[src/rtl/seq_pkg.sv]
// Shared types for the note sequencer: FSM states, table entry layout and field widths.
package seq_pkg;

    localparam int FREQ_W = 64;
    localparam int DUR_W  = 8;

    // A duration of zero marks the end of the melody.
    localparam logic [DUR_W-1:0] END_DUR = '0;

    typedef enum logic [2:0] {
        IDLE,
        FETCH,
        DECODE,
        PLAY,
        GAP,
        DONE
    } seq_state_e;

    typedef struct packed {
        logic [FREQ_W-1:0] freq;
        logic [DUR_W-1:0]  dur;
    } note_entry_t;

endpackage

[src/rtl/beat_timer.sv]
// Beat prescaler: strobes on the last clk of each beat while enabled; clr restarts the beat.
module beat_timer #(
    parameter int CLKS_PER_BEAT = 4
) (
    input  logic clk,
    input  logic rst,
    input  logic clr,
    input  logic en,
    output logic beat
);

    localparam int CW = (CLKS_PER_BEAT > 1) ? $clog2(CLKS_PER_BEAT) : 1;
    localparam logic [CW-1:0] LAST = CW'(CLKS_PER_BEAT - 1);

    logic [CW-1:0] cnt;

    assign beat = en && (cnt == LAST);

    always_ff @(posedge clk) begin
        if (rst || clr) begin
            cnt <= '0;
        end else if (en) begin
            cnt <= beat ? '0 : cnt + CW'(1);
        end
    end

endmodule

[src/rtl/note_sequencer.sv]
// Melody player: walks a {freq, dur} table and drives the divider's freq_value plus a note gate.
// Handshake: start/stop are single-cycle pulses sampled on clk; stop beats start; start is honoured only from IDLE.
module note_sequencer
    import seq_pkg::*;
#(
    parameter int DEPTH         = 8,
    parameter int CLKS_PER_BEAT = 4,
    parameter int GAP_CYCLES    = 2,
    localparam int ADDR_W       = $clog2(DEPTH)
) (
    input  logic              clk,
    input  logic              rst,
    input  logic              wr_en,
    input  logic [ADDR_W-1:0] wr_addr,
    input  logic [FREQ_W-1:0] wr_freq,
    input  logic [DUR_W-1:0]  wr_dur,
    input  logic              start,
    input  logic              stop,
    input  logic              loop_en,
    output logic [FREQ_W-1:0] freq_value,
    output logic              note_on,
    output logic [ADDR_W-1:0] note_idx,
    output logic              busy,
    output logic              done,
    output logic [2:0]        state_dbg
);

    localparam int GW = (GAP_CYCLES > 1) ? $clog2(GAP_CYCLES) : 1;
    localparam logic [ADDR_W-1:0] LAST_IDX = ADDR_W'(DEPTH - 1);

    seq_state_e        state_q, state_d, adv_state;
    logic [ADDR_W-1:0] idx_q, idx_d, adv_idx;
    note_entry_t       mem [DEPTH];
    note_entry_t       rd_q;
    logic [DUR_W-1:0]  beats_left_q;
    logic [GW-1:0]     gap_cnt_q;
    logic              beat, last_play_cycle, gap_last;

    logic [FREQ_W-1:0] freq_d;
    logic              note_on_d, busy_d, done_d;
    logic [ADDR_W-1:0] note_idx_d;

    assign state_dbg = state_q;

    // Registered-read table; a write in the same cycle as the fetch returns the old contents.
    always_ff @(posedge clk) begin
        if (wr_en) begin
            mem[wr_addr] <= '{freq: wr_freq, dur: wr_dur};
        end
        if (state_q == FETCH) begin
            rd_q <= mem[idx_q];
        end
    end

    beat_timer #(.CLKS_PER_BEAT(CLKS_PER_BEAT)) u_beat (
        .clk  (clk),
        .rst  (rst),
        .clr  (state_q != PLAY),
        .en   (state_q == PLAY),
        .beat (beat)
    );

    assign last_play_cycle = beat && (beats_left_q == DUR_W'(1));
    assign gap_last        = (gap_cnt_q == GW'(GAP_CYCLES - 1));

    always_ff @(posedge clk) begin
        if (rst) begin
            beats_left_q <= '0;
            gap_cnt_q    <= '0;
        end else begin
            if (state_q == DECODE) begin
                beats_left_q <= rd_q.dur;
            end else if (state_q == PLAY && beat) begin
                beats_left_q <= beats_left_q - DUR_W'(1);
            end
            gap_cnt_q <= (state_q == GAP) ? gap_cnt_q + GW'(1) : '0;
        end
    end

    // Running off the end of the table is handled like an end marker.
    always_comb begin
        adv_state = FETCH;
        adv_idx   = idx_q + ADDR_W'(1);
        if (idx_q == LAST_IDX) begin
            if (loop_en) begin
                adv_idx = '0;
            end else begin
                adv_state = DONE;
                adv_idx   = idx_q;
            end
        end
    end

    always_comb begin
        state_d = state_q;
        idx_d   = idx_q;
        case (state_q)
            IDLE: begin
                if (start) begin
                    state_d = FETCH;
                    idx_d   = '0;
                end
            end
            FETCH:  state_d = DECODE;
            DECODE: begin
                if (rd_q.dur == END_DUR) begin
                    if (loop_en && idx_q != '0) begin
                        state_d = FETCH;
                        idx_d   = '0;
                    end else begin
                        state_d = DONE;
                    end
                end else begin
                    state_d = PLAY;
                end
            end
            PLAY: begin
                if (last_play_cycle) begin
                    if (GAP_CYCLES > 0) begin
                        state_d = GAP;
                    end else begin
                        state_d = adv_state;
                        idx_d   = adv_idx;
                    end
                end
            end
            GAP: begin
                if (gap_last) begin
                    state_d = adv_state;
                    idx_d   = adv_idx;
                end
            end
            DONE:    state_d = IDLE;
            default: state_d = IDLE;
        endcase
        if (stop) begin
            state_d = IDLE;
        end
    end

    // Next values of the registered outputs; the note is latched once on DECODE->PLAY.
    always_comb begin
        freq_d     = freq_value;
        note_on_d  = note_on;
        note_idx_d = note_idx;
        busy_d     = (state_d != IDLE);
        done_d     = (state_d == DONE);
        if (state_q == DECODE && state_d == PLAY) begin
            freq_d     = rd_q.freq;
            note_on_d  = (rd_q.freq != '0);
            note_idx_d = idx_q;
        end else if (state_d != PLAY) begin
            freq_d    = '0;
            note_on_d = 1'b0;
        end
    end

    always_ff @(posedge clk) begin
        if (rst) begin
            state_q    <= IDLE;
            idx_q      <= '0;
            freq_value <= '0;
            note_on    <= 1'b0;
            note_idx   <= '0;
            busy       <= 1'b0;
            done       <= 1'b0;
        end else begin
            state_q    <= state_d;
            idx_q      <= idx_d;
            freq_value <= freq_d;
            note_on    <= note_on_d;
            note_idx   <= note_idx_d;
            busy       <= busy_d;
            done       <= done_d;
        end
    end

endmodule

[config.mk]
export PLATFORM = sky130hd
export DESIGN_NAME = note_sequencer
export DESIGN_NICKNAME = d
export VERILOG_FILES = /design/src/rtl/seq_pkg.sv /design/src/rtl/beat_timer.sv /design/src/rtl/note_sequencer.sv
export SDC_FILE = /design/constraint.sdc
export NUM_CORES = 1
export LEC_CHECK = 0
export ABC_CLOCK_PERIOD_IN_PS = 10300
export BUFFER_PORTS_ARGS = -buffer_cell sky130_fd_sc_hd__buf_2
export CORE_ASPECT_RATIO = 1.2
export CORE_MARGIN = 4
export CORE_UTILIZATION = 45
export CTS_CLUSTER_SIZE = 40
export DETAILED_ROUTE_END_ITERATION = 10
export PLACE_DENSITY = 0.62
export SLEW_MARGIN = 30
export SYNTH_ARGS = -nofsm -noshare
export SYNTH_HDL_FRONTEND = slang
export SYNTH_SLANG_ARGS = --single-unit
[constraint.sdc]
create_clock -name clk -period 10.3 [get_ports clk]
set_input_delay 1.545 -clock clk [delete_from_list [all_inputs] [get_ports clk]]
set_output_delay 1.545 -clock clk [all_outputs]
set_load 0.05 [all_outputs]
After elaboration in Yosys (flattened, before gate mapping):

Memory sizes are Yosys's and may differ from the RTL's. A register that Yosys moved wholly into a read port is not among the register bits.
Cells that the tools add are included.

* output and inout port bits: 73
* bits of input ports: 81
* register bits: 87
* logic and storage cells: 73
* bits in read-only memories: 0
* latch bits: 0
* memories kept: 1
* bits in writable memories: 576

* equality and inequality tests: 16
* shift operators: 0
* mux-type cells: 25
* add/subtract/negate cells: 4
* bitwise gates (word level): 1
* $mul: 0
* div/mod/pow operators: 0
* reduce and logical (&&, ||, !) cells: 16
* order comparisons: 0

Memory list
* mem: depth 8, bits a word 72, read ports 1, clocked after Yosys merged registers in 1, write ports 1, line note_sequencer.sv:33 `note_entry_t mem [DEPTH];`

Operators with widths (number)
* $mux 64: 2
* $reduce_bool 64->1: 1
* $mux 3: 14
* $mux 8: 2
* $pmux 3 s5: 1
* $eq 3x2->1 const B: 3
* $eq 3x3->1 const B: 3
* $pmux 3 s3: 1
* $reduce_bool 3->1: 3
* $eq 8x1->1 const B: 1
* $logic_not 8->1: 1
* $sub 8x1->8 const B: 1
* $ne 3x2->1 const B: 2
* $reduce_and 6->1: 1
* $logic_and 1x1->1: 5
* $mux 1: 4
* $ne 2x1->1 const B: 2
* $ne 2x2->1 const B: 2
* $reduce_bool 2->1: 2
* $add 3x1->3 const B: 1
* $eq 3x1->1 const B: 1
* $logic_not 3->1: 1
* $ne 3x3->1 const B: 1
* $add 2x1->2 const B: 1
* 6 further kinds: 6

Depth between registers and ports, before layout:

* word-level depth: 9
* depth in mapped cells: 8
* mapped depth without buffers: 6

By module:

A second synthesis with hierarchy kept.

* cells, all modules: 1294
* area total of the unflattened synthesis: 27558.9 um2

Modules (own cells, without submodules)
* note_sequencer: cells an instance 1285, seq. area each 21160.3 um2, times used 1, area an instance 27457.6 um2
* beat_timer: cells an instance 9, seq. area each 40.0 um2, times used 1, area an instance 101.3 um2

Least setup slack after synthesis:

No wires, ideal clock.

* kind: input-to-reg
* start point: input port wr_addr[2]
* end point: memory mem[0][0] (netlist name), enable pin
* data required time: 9708 ps
* setup slack: 3098 ps
* library setup time: 592 ps
* stages: 2
* arrival: 6611 ps
* buffers on the path: 0
* cell sequence: nand2b_1 nor3_1

RTL lines
* start: declaration: line note_sequencer.sv:14 `input logic [ADDR_W-1:0] wr_addr,`
* end: declaration: line note_sequencer.sv:33

Straight into the memory's write port.

Worst setup path after layout:

* start point: input port wr_addr[2]
* end point: memory mem[2][59] (netlist name), enable pin

Straight into the memory's write port.

==> load_flow_metrics.sql <==
INSERT INTO impl_metrics (metric_group, metric, value, unit) VALUES
('sta', 'finalSetupViolCount', '0', ''),
('detailed_routing', 'wl', '56000', 'um'),
('synthesis', 'dominantRegCellSynth', 'sky130_fd_sc_hd__edfxtp_1', ''),
('status', 'result_of_the_run', 'complete, no violations', ''),
('pwr', 'pwr-share-comb', '0.022', ''),
('synthesis', 'post_synth_inst_count', '1349', ''),
('detailed_routing', 'detail_routed_net_length_per_standard_cell', '23.3', 'um'),
('synthesis', 'syn-cell-area', '0.0275', 'mm^2'),
('job', 'drv_cap', '0', ''),
('sta', 'timing.clock.skew', '0.0209', 'ns'),
('synthesis', 'post-synth-top-area-fraction', '0.708', ''),
('detailed_routing', 'drt_first_iter_violations', '1000', ''),
('detailed_routing', 'via_count', '12900', ''),
('sta', 'setup_repair_after_global_routing_missed_its_margin', 'false', ''),
('pwr', 'clock_power_share', '0.435', ''),
('detailed_routing', 'detailedRoute.firstPassIterationCount', '5', ''),
('pwr', 'total_power', '0.00617', 'W'),
('critical_path', 'timing.critical_path.required', '10.50', 'ns'),
('synthesis', 'yosysWarningCount', '0', ''),
('clock_tree', 'numClockSinks', '735', ''),
('die', 'core_area', '0.0607', 'mm^2'),
('die', 'die_footprint', '0.0651', 'mm^2'),
('pwr', 'p_leak', '9.95', 'nW'),
('clock_tree', 'postCtsSetupRepairBufs', '0', ''),
('clock_tree', 'cts.htree.levels', '3', ''),
('sta', 'part_of_the_cycle_the_worst_path_needs', '0.317', ''),
('die', 'die-width', '234', 'um'),
('critical_path', 'crit_arrival', '3.47', 'ns'),
('placement', 'dpl.hpwl', '32600', 'um'),
('synthesis', 'async_reset_ff_frac', '0', ''),
('die', 'die_height', '279', 'um'),
('layout', 'layout.filler_cells', '4801', ''),
('layout', 'finish.net_count', '1617', ''),
('clock_tree', 'clkTransAtPathRegs', '0.06', 'ns'),
('layout', 'syn2layout_area_growth', '15.4', '%'),
('clock_tree', 'holdBufCountCts', '0', ''),
('die', 'io_pins', '154', ''),
('sta', 'worst_pin_slew', '0.945', 'ns'),
('synthesis', 'synth_cell_types', '49', ''),
('clock_tree', 'cts_tree', 'yes', ''),
('global_route', 'layer_with_the_highest_usage', 'met2', ''),
('global_route', 'global_route.usage.met1', '0.232', ''),
('sta', 'setup_total_negative_slack', '0', 'ns'),
('global_route', 'antenna_found_initial', '16', ''),
('synthesis', 'synth-seq-area-share', '0.771', ''),
('placement', 'place.gp.congestion', '0.755', ''),
('detailed_routing', 'route.antenna.remaining_nets', '0', ''),
('global_route', 'grt_use_total', '0.175', ''),
('pwr', 'power.net_switching', '0.00118', 'W'),
('layout', 'drive_gt1_frac', '0.364', ''),
('clock_tree', 'cts-root-to-sink-buffers', '3', ''),
('global_route', 'gr-total-overflow', '0', ''),
('synthesis', 'synth-seq-cells', '735', ''),
('synthesis', 'yosysMostFrequentCell', 'sky130_fd_sc_hd__edfxtp_1', ''),
('synthesis', 'post_synth_xor_area_fraction', '0', ''),
('sta', 'slew-limit-headroom', '0.370', ''),
('synthesis', 'synth_fp_nets', '1436', ''),
('synthesis', 'synth.area.mux_share', '0.150', ''),
('pwr', 'power_density', '195', 'mW/mm^2'),
('global_route', 'first_global_vias', '13800', ''),
('synthesis', 'post_synth_fa_ha_maj_area_fraction', '0.00273', ''),
('synthesis', 'postSynthAreaPerCell', '20.4', 'um^2'),
('placement', 'count_of_port_buffers_added_during_placement', '153', ''),
('synthesis', 'largest_family_of_logic_cells_by_synthesized_area', 'multiplexers', ''),
('sta', 'max_clk_rate', '306', 'MHz'),
('sta', 'slew_violations', '0', ''),
('clock_tree', 'num_cts_buffers', '72', ''),
('die', 'floorplan.rows', '99', ''),
('synthesis', 'synth_top_cells_by_count', 'sky130_fd_sc_hd__edfxtp_1 (648), sky130_fd_sc_hd__mux4_2 (144), sky130_fd_sc_hd__nand2_1 (136)', ''),
('global_route', 'global_route_wire_length_before_repair', '85700', 'um'),
('critical_path', 'crit_path_kind', 'in -> reg', '');
==> per-stage QoR <==
stage                     setup WS, ns  std cells  utilization  hold slack (ns)  instance area (um^2)
after floorplan                   3.10       1349            -            0.408                 27500
after global placement            6.37       2262        0.481            0.416                 29200
after detailed placement          6.32       2263        0.481            0.431                 29200
after CTS                         6.96       2393        0.522            0.439                 31700
after global routing              6.76       2396        0.522            0.462                 31700
final                             7.03       2401        0.523            0.433                 31700
==> worst max-delay path: stages <==
cell,delay [ns]
sky130_fd_sc_hd__buf_2,0.10
sky130_fd_sc_hd__nand2b_1,0.29
sky130_fd_sc_hd__nor2_4,0.68
sky130_fd_sc_hd__buf_4,0.80
==> registers in the layout (all words and copies together), names as in the netlist, 2 cells and up <==
| signal | flops |
|---|---|
| mem | 576 |
| rd_q | 72 |
| freq_value | 64 |
| beats_left_q | 8 |
| idx_q | 3 |
| note_idx | 3 |
| state_dbg | 3 |
| u_beat.cnt | 2 |
==> final timing paths <==
| path | start | endpoint | slack [ns] | depth (start not counted) |
|---|---|---|---|---|
| worst max-delay path | wr_addr[2] | mem[2][59] | 7.03 | 4 |
| worst min-delay path | u_beat.cnt[0] | u_beat.cnt[0] | 0.43 | 1 |
| worst max register to register | idx_q[0] | rd_q[10] | 7.10 | 4 |
| worst min register to register | u_beat.cnt[0] | u_beat.cnt[0] | 0.43 | 1 |
==> per-layer routing <==
layer	vias to the layer above	routed length, um
li1	5817	-
met1	6735	23300
met2	291	29000
met3	77	2760
met4	6	1020
met5	-	42
==> layout by cell type (no fill, tap or decap), types with 3 or more instances in the layout <==
cell type	netlist	layout
sky130_fd_sc_hd__clkinv_2	0	14
sky130_fd_sc_hd__diode_2	0	7
sky130_fd_sc_hd__a21oi_2	50	50
sky130_fd_sc_hd__nand2_1	136	136
sky130_fd_sc_hd__o211ai_1	3	3
sky130_fd_sc_hd__ha_1	6	6
sky130_fd_sc_hd__a31oi_1	3	3
sky130_fd_sc_hd__buf_4	3	17
sky130_fd_sc_hd__dfxtp_4	0	3
sky130_fd_sc_hd__clkinv_1	0	9
sky130_fd_sc_hd__buf_2	18	153
sky130_fd_sc_hd__buf_6	5	3
sky130_fd_sc_hd__nor4_1	18	17
sky130_fd_sc_hd__mux4_2	144	144
sky130_fd_sc_hd__mux2_2	72	72
sky130_fd_sc_hd__clkbuf_8	0	8
sky130_fd_sc_hd__bufinv_16	0	10
sky130_fd_sc_hd__nor2_4	0	6
sky130_fd_sc_hd__edfxtp_1	648	648
sky130_fd_sc_hd__clkinv_8	0	3
sky130_fd_sc_hd__clkbuf_16	0	73
sky130_fd_sc_hd__inv_1	6	6
sky130_fd_sc_hd__nand2b_1	8	8
sky130_fd_sc_hd__dfxtp_1	87	84
sky130_fd_sc_hd__a21oi_1	18	18
sky130_fd_sc_hd__mux2i_1	6	6
sky130_fd_sc_hd__nor3_1	5	3
sky130_fd_sc_hd__nand4_1	4	4
sky130_fd_sc_hd__nor4_2	3	4
sky130_fd_sc_hd__nor2_1	21	15
sky130_fd_sc_hd__clkbuf_1	37	11
==> kinds of logic after synthesis <==
family,after synthesis
AND/OR/NAND/NOR,217
AO/OA/AOI/OAI,95
flip-flops,735
multiplexers,222
buffers and inverters,74
adder cells (fa/ha/maj),6
==> power by group through the flow <==
stage	clock network [W]	registers (W)	logic, W
global placement	0	0.00341	0.000135
detailed placement	0	0.00341	0.000140
floorplan	0	0.00341	0.0000637
global route	0.00288	0.00336	0.000151
CTS	0.00275	0.00335	0.000140
finish	0.00268	0.00335	0.000138
==> cell type report <==
type,count,area (um^2),share of cell area
sequential,735,21200,0.669
multi-input combinational,540,6030,0.190
clock buffer,92,1980,0.0624
tap,808,1010,0.0319
timing repair buffer,175,975,0.0307
clock inverter,38,470,0.0148
inverter,6,22.5,0.000710
antenna,7,17.5,0.000552
(Power assumes the default switching activity.)
